$ cat config.mk
export PLATFORM = sky130hd
export DESIGN_NAME = uart_rx_port
export DESIGN_NICKNAME = d
export VERILOG_FILES = /design/src/rtl/uart_rx_port.sv
export SDC_FILE = /design/constraint.sdc
export NUM_CORES = 1
export LEC_CHECK = 0
export CORE_UTILIZATION = 50
export DETAILED_ROUTE_END_ITERATION = 8
export GPL_TIMING_DRIVEN = 1
export PLACE_DENSITY_LB_ADDON = 0.3
export SLEW_MARGIN = 10
export SYNTH_ARGS = -nofsm -noshare
export SYNTH_HDL_FRONTEND = slang
export SYNTH_SLANG_ARGS = --single-unit
$ cat constraint.sdc
create_clock -name CLK -period 2 [get_ports CLK]
set_input_delay 0.4 -clock CLK [delete_from_list [all_inputs] [get_ports CLK]]
set_output_delay 0.4 -clock CLK [all_outputs]
set_load 0.05 [all_outputs]
$ cat src/rtl/uart_rx_port.sv
// rtl/uart_rx_port.sv - 8N1 UART receiver with a one-byte ack handshake, framing/overrun flags
// Define UART_RX_PARITY_EN to add an even-parity bit between the data and stop bits.
module uart_rx_port #(
    parameter int CLKS_PER_BIT = 868
) (
    input  logic       CLK,
    input  logic       RESET,
    input  logic       RX,
    output logic [7:0] UART_RX,
    output logic       UART_RX_valid,
    input  logic       UART_RX_ack,
    output logic       framing_error,
    output logic       overrun,
    output logic       parity_error
);

    localparam int CNT_W = $clog2(CLKS_PER_BIT);
    localparam logic [CNT_W-1:0] CNT_ONE       = CNT_W'(1);
    localparam logic [CNT_W-1:0] CNT_BIT_LAST  = CNT_W'(CLKS_PER_BIT - 1);
    // The IDLE cycle that sees the falling edge counts toward the half bit.
    localparam logic [CNT_W-1:0] CNT_HALF_LAST = CNT_W'(CLKS_PER_BIT / 2 - 2);
    localparam logic [3:0]       ARM_BITS_LAST = 4'd9;

    localparam logic [2:0] S_IDLE      = 3'd0;
    localparam logic [2:0] S_START     = 3'd1;
    localparam logic [2:0] S_DATA      = 3'd2;
    localparam logic [2:0] S_STOP      = 3'd3;
    localparam logic [2:0] S_WAIT_HIGH = 3'd4;
`ifdef UART_RX_PARITY_EN
    localparam logic [2:0] S_PARITY    = 3'd5;
`endif

    logic             r_sync1;
    logic             r_rx_s;
    logic [2:0]       r_state;
    logic [CNT_W-1:0] r_clk_cnt;
    logic [3:0]       r_bit_cnt;
    logic [7:0]       r_shift;
    logic             r_armed;
    logic [7:0]       r_data;
    logic             r_valid;
    logic             r_framing_error;
    logic             r_overrun;

    logic w_bit_tick;
    logic w_stop_sample;
    logic w_frame_fail;
    logic w_byte_done;

    always_ff @(posedge CLK or posedge RESET) begin
        if (RESET) begin
            r_sync1 <= 1'b1;
            r_rx_s  <= 1'b1;
        end else begin
            r_sync1 <= RX;
            r_rx_s  <= r_sync1;
        end
    end

    assign w_bit_tick    = (r_clk_cnt == CNT_BIT_LAST);
    assign w_stop_sample = (r_state == S_STOP) && w_bit_tick;
    assign w_frame_fail  = w_stop_sample && !r_rx_s;

`ifdef UART_RX_PARITY_EN
    logic r_par_bit;
    logic r_parity_error;
    logic w_par_mismatch;
    logic w_par_fail;

    assign w_par_mismatch = ((^r_shift) != r_par_bit);
    assign w_byte_done    = w_stop_sample && r_rx_s && !w_par_mismatch;
    assign w_par_fail     = w_stop_sample && r_rx_s && w_par_mismatch;
`else
    assign w_byte_done    = w_stop_sample && r_rx_s;
`endif

    // r_armed holds off frame detection after reset until the line has been
    // high for a whole frame time, so a frame cut by reset cannot resync mid-byte.
    always_ff @(posedge CLK or posedge RESET) begin
        if (RESET) begin
            r_state   <= S_IDLE;
            r_clk_cnt <= '0;
            r_bit_cnt <= 4'd0;
            r_shift   <= 8'h00;
            r_armed   <= 1'b0;
`ifdef UART_RX_PARITY_EN
            r_par_bit <= 1'b0;
`endif
        end else begin
            case (r_state)
                S_IDLE: begin
                    if (!r_armed) begin
                        if (!r_rx_s) begin
                            r_clk_cnt <= '0;
                            r_bit_cnt <= 4'd0;
                        end else if (w_bit_tick) begin
                            r_clk_cnt <= '0;
                            if (r_bit_cnt == ARM_BITS_LAST) begin
                                r_bit_cnt <= 4'd0;
                                r_armed   <= 1'b1;
                            end else begin
                                r_bit_cnt <= r_bit_cnt + 4'd1;
                            end
                        end else begin
                            r_clk_cnt <= r_clk_cnt + CNT_ONE;
                        end
                    end else if (!r_rx_s) begin
                        r_clk_cnt <= '0;
                        r_bit_cnt <= 4'd0;
                        r_state   <= S_START;
                    end
                end
                S_START: begin
                    if (r_clk_cnt == CNT_HALF_LAST) begin
                        r_clk_cnt <= '0;
                        r_state   <= r_rx_s ? S_IDLE : S_DATA;
                    end else begin
                        r_clk_cnt <= r_clk_cnt + CNT_ONE;
                    end
                end
                S_DATA: begin
                    if (w_bit_tick) begin
                        r_clk_cnt <= '0;
                        r_shift   <= {r_rx_s, r_shift[7:1]};
                        if (r_bit_cnt == 4'd7) begin
                            r_bit_cnt <= 4'd0;
`ifdef UART_RX_PARITY_EN
                            r_state   <= S_PARITY;
`else
                            r_state   <= S_STOP;
`endif
                        end else begin
                            r_bit_cnt <= r_bit_cnt + 4'd1;
                        end
                    end else begin
                        r_clk_cnt <= r_clk_cnt + CNT_ONE;
                    end
                end
`ifdef UART_RX_PARITY_EN
                S_PARITY: begin
                    if (w_bit_tick) begin
                        r_clk_cnt <= '0;
                        r_par_bit <= r_rx_s;
                        r_state   <= S_STOP;
                    end else begin
                        r_clk_cnt <= r_clk_cnt + CNT_ONE;
                    end
                end
`endif
                S_STOP: begin
                    if (w_bit_tick) begin
                        r_clk_cnt <= '0;
                        r_state   <= r_rx_s ? S_IDLE : S_WAIT_HIGH;
                    end else begin
                        r_clk_cnt <= r_clk_cnt + CNT_ONE;
                    end
                end
                S_WAIT_HIGH: begin
                    if (r_rx_s) begin
                        r_state <= S_IDLE;
                    end
                end
                default: begin
                    r_clk_cnt <= '0;
                    r_state   <= S_IDLE;
                end
            endcase
        end
    end

    // A completion that meets an ack in the same cycle replaces the byte and keeps valid high.
    always_ff @(posedge CLK or posedge RESET) begin
        if (RESET) begin
            r_data          <= 8'h00;
            r_valid         <= 1'b0;
            r_framing_error <= 1'b0;
            r_overrun       <= 1'b0;
        end else begin
            r_framing_error <= w_frame_fail;
            if (w_byte_done && (!r_valid || UART_RX_ack)) begin
                r_data  <= r_shift;
                r_valid <= 1'b1;
            end else if (UART_RX_ack) begin
                r_valid <= 1'b0;
            end
            if (w_byte_done && r_valid && !UART_RX_ack) begin
                r_overrun <= 1'b1;
            end else if (UART_RX_ack) begin
                r_overrun <= 1'b0;
            end
        end
    end

`ifdef UART_RX_PARITY_EN
    always_ff @(posedge CLK or posedge RESET) begin
        if (RESET) begin
            r_parity_error <= 1'b0;
        end else begin
            r_parity_error <= w_par_fail;
        end
    end

    assign parity_error = r_parity_error;
`else
    assign parity_error = 1'b0;
`endif

    assign UART_RX       = r_data;
    assign UART_RX_valid = r_valid;
    assign framing_error = r_framing_error;
    assign overrun       = r_overrun;

endmodule

==> impl_metrics.py, run 1 <==
metrics = {
    "outcome": {
        "status": "completed",
    },
    "setup_path": {
        "cp-end-kind": "output pin",
        "path_delay_family": "buffers and inverters",
        "worstSetupStartpointType": "flop",
        "slowest_stage": "clkdlybuf4s50_1",
        "required_ns": 1.60,
        "crit_fanout": 3,
        "critPathKind": "flop to output pin",
        "slowest_delay_ns": 0.81,
        "cp_num_buf_inv": 1,
        "crit_chain": "clkdlybuf4s50_1",
        "worstPathArrival_ns": 1.49,
    },
    "routing": {
        "viasPerCell": 5.85,
        "routed_wl_mm": 4.04,
        "drc": 0,
        "antenna_left": 0,
        "drtIter0Drc": 88,
        "wl_per_cell_microns": 15.2,
        "vias": 1549,
        "first_pass_iters": 4,
    },
    "global_route": {
        "grt_usage_pct": 21.3,
        "grt_pass1_vias": 1481,
        "grt_max_degree": 40,
        "grt_antenna_before_repair": 0,
        "grt_pass1_wl_mm": 6.87,
        "overflow": 0,
    },
    "synthesis": {
        "synth_nets": 200,
        "ys_ff_latch": 39,
        "synth_top_area_share_pct": 45.2,
        "seq_area_frac_synth_pct": 47.8,
        "synthTopCellsByArea": "dfrtp_1 45%, mux2_2 9.3%, o21ai_0 4.2%",
        "yosysTopAreaCell": "dfrtp_1",
        "synth_warnings": 0,
        "ys.flop_type": "dfrtp_1",
        "syn_inst": 192,
        "synth_edf_count": 0,
        "synth_cell_types": 58,
        "synth_async_sr_flop_share_pct": 100,
        "syn_area_sq_um": 2050,
        "syn_avg_cell_area_sq_um": 10.7,
    },
    "power_and_ir_drop": {
        "leakagePower_uw": 0.00109,
        "vdd_ir_drop_max_uv": 459,
        "p_sw_share_pct": 23.0,
        "powerDensity_nw_per_um2": 658,
        "p_clk_share_pct": 41.5,
        "finalPower_uw": 1590,
        "p_comb_share_pct": 5.3,
        "p_switching_uw": 364,
        "p_int_uw": 1220,
        "power_frac_seq_pct": 53.2,
    },
    "finish": {
        "finalNetCount": 224,
        "area_delta_synth_final_pct": 17.8,
        "seq_area_sq_um": 978,
        "drive_gt1_share_pct": 23.0,
        "diodes": 0,
        "layout_common_cells": "37 x dfrtp_1, 18 x nand2_1, 17 x mux2_2, 17 x o21ai_0, 14 x clkdlybuf4s50_1",
        "final_common_cell": "dfrtp_1",
        "fillCellCount": 307,
        "multi_input_area_sq_um": 1010,
    },
    "cts": {
        "clkSlewWorstSetupHoldPaths_ns": 0.08,
        "clk_latency_ns": 0.29,
        "clock_path_buffers": 2,
        "cts_tree": "done",
        "clock_sinks": 39,
        "cts_buffers": 5,
        "h-tree-depth": 2,
        "cts_root_buffer": "clkbuf_8",
    },
    "timing": {
        "report.final.setup_viol": 0,
        "final_hold_viol_count": 0,
        "finalClockSkew_ns": 0.00922,
        "fin_setup_tns_ns": 0,
        "period_share_pct": 94.5,
        "relSlewSlack_pct": 66.8,
        "slew_violations": 0,
        "tightest_slew_ns": 0.497,
        "rsz0062_at_grt": "false",
        "fin_crit_ns": 1.89,
        "max_freq_mhz": 529,
    },
    "floorplan": {
        "rows": 22,
        "dieArea_sq_um": 4360,
        "dieHeight_microns": 66.0,
        "ios": 16,
        "dieWidth_microns": 66.0,
        "start_util_pct": 53.9,
        "core_sq_um": 3800,
    },
    "placement": {
        "dp_hpwl_mm": 2.92,
        "port_buffers": 14,
        "place.gp.congestion": 0.964,
    },
    "job": {
        "cap_violations": 0,
    },
    "hold_path": {
        "hold_class": "flop to flop",
    },
}
-- power groups by stage --
stage / registers, uW / clock network [uW] / logic [uW]
global placement: 856 / 0 / 81.1
CTS: 844 / 675 / 86.1
detailed placement: 859 / 0 / 85.7
global route: 848 / 711 / 99.5
floorplan: 848 / 0 / 65.3
finish: 844 / 658 / 84.1
-- sequential cells by signal, indices dropped and copies added, names as in the netlist --
name / count
r_sync1: 1
framing_error: 1
r_shift: 8
r_clk_cnt: 10
r_armed: 1
r_rx_s: 1
UART_RX: 8
UART_RX_valid: 1
overrun: 1
r_state: 3
r_bit_cnt: 4
-- per-layer routing --
metal	GRT usage [%]	share of wire [%]	routed length (microns)
met4	7.98	1.3	54
met3	5.69	2.7	107
met5	0	0	0
met2	35.3	50	2020
met1	26.3	46	1860
-- cell usage after synthesis (2+ instances only) --
cell type	instances
or2_2	3
nand2b_1	2
dfrtp_1	37
nor2_1	4
ha_1	4
clkbuf_1	5
nor2b_1	3
a21o_1	2
and2_1	2
a31oi_1	2
nor3_1	3
nand3_1	7
o31ai_1	2
o21ai_0	17
inv_1	8
and3_1	2
dfstp_2	2
xnor2_1	2
nand2_1	18
o211ai_1	2
nand4b_1	2
o21a_1	3
a21oi_1	5
a211oi_1	2
mux2_2	17
nor3b_1	2
nand4_1	3
-- path summary, 6_finish.rpt --
| kind | slack (ns) | endpoint | startpoint | cells past startpoint |
|---|---|---|---|---|
| max | 0.11 | UART_RX_valid | UART_RX_valid | 1 |
| min | 0.36 | r_rx_s | r_sync1 | 0 |
| min reg2reg | 0.36 | r_rx_s | r_sync1 | 0 |
| max reg2reg | 0.12 | r_shift[2] | r_clk_cnt[0] | 5 |
| min in group asynchronous | 0.51 | r_bit_cnt[2] | RESET | 3 |
| max in group asynchronous | 1.12 | r_sync1 | RESET | 3 |
-- metrics by stage --
step           util (%)  cells  setup slack, ns  hold WS [ns]  cell area, sq um
6_report           63.5    265            0.111         0.360              2410
5_1_grt            63.5    265           0.0486         0.369              2410
3_3_place_gp       59.9    255            0.214         0.349              2280
4_1_cts            63.0    263           0.0715         0.362              2390
2_1_floorplan         -    192            0.275         0.345              2050
3_5_place_dp       59.9    255           0.0869         0.351              2280
-- timing repair --
item	CTS	global route
setup endpoints to repair	0	10
buffers inserted	0	2
hold buffers	0	0
resized for setup	0	1
endpoints found under the hold margin	0	0
-- cell type report --
class                      count  share of cell area, %
clock buffer                   5                   2.85
clock inverter                 3                   1.92
inverter                       8                   1.24
multi-input combinational    138                   42.0
sequential                    39                   40.6
tap                           48                   2.49
timing repair buffer          24                   8.92
-- cells by family (layout without fill, tap and decap cells) --
group                    count (synthesis)  count (layout)  share of synthesized area, %
multiplexers                            18              18                          9.83
flip-flops                              39              39                          47.8
buffers and inverters                   15              40                          2.99
adder cells (fa/ha/maj)                  4               4                          2.44
AO/OA/AOI/OAI                           46              46                          15.0
XOR/XNOR                                 3               3                          1.28
other                                    1               1                         0.183
AND/OR/NAND/NOR                         66              66                          20.5
Note: power is estimated with default switching activity, not from simulation.
==> run 2: changes to the inputs <==
--- a/config.mk
+++ b/config.mk
@@ -6,6 +6,7 @@
 export NUM_CORES = 1
 export LEC_CHECK = 0
 export CORE_UTILIZATION = 50
+export CTS_CLUSTER_DIAMETER = 80
 export DETAILED_ROUTE_END_ITERATION = 8
 export GPL_TIMING_DRIVEN = 1
 export PLACE_DENSITY_LB_ADDON = 0.3
==> results of run 2 <==
Same layout as run 1: the final DEF is identical, and so are final timing and power.
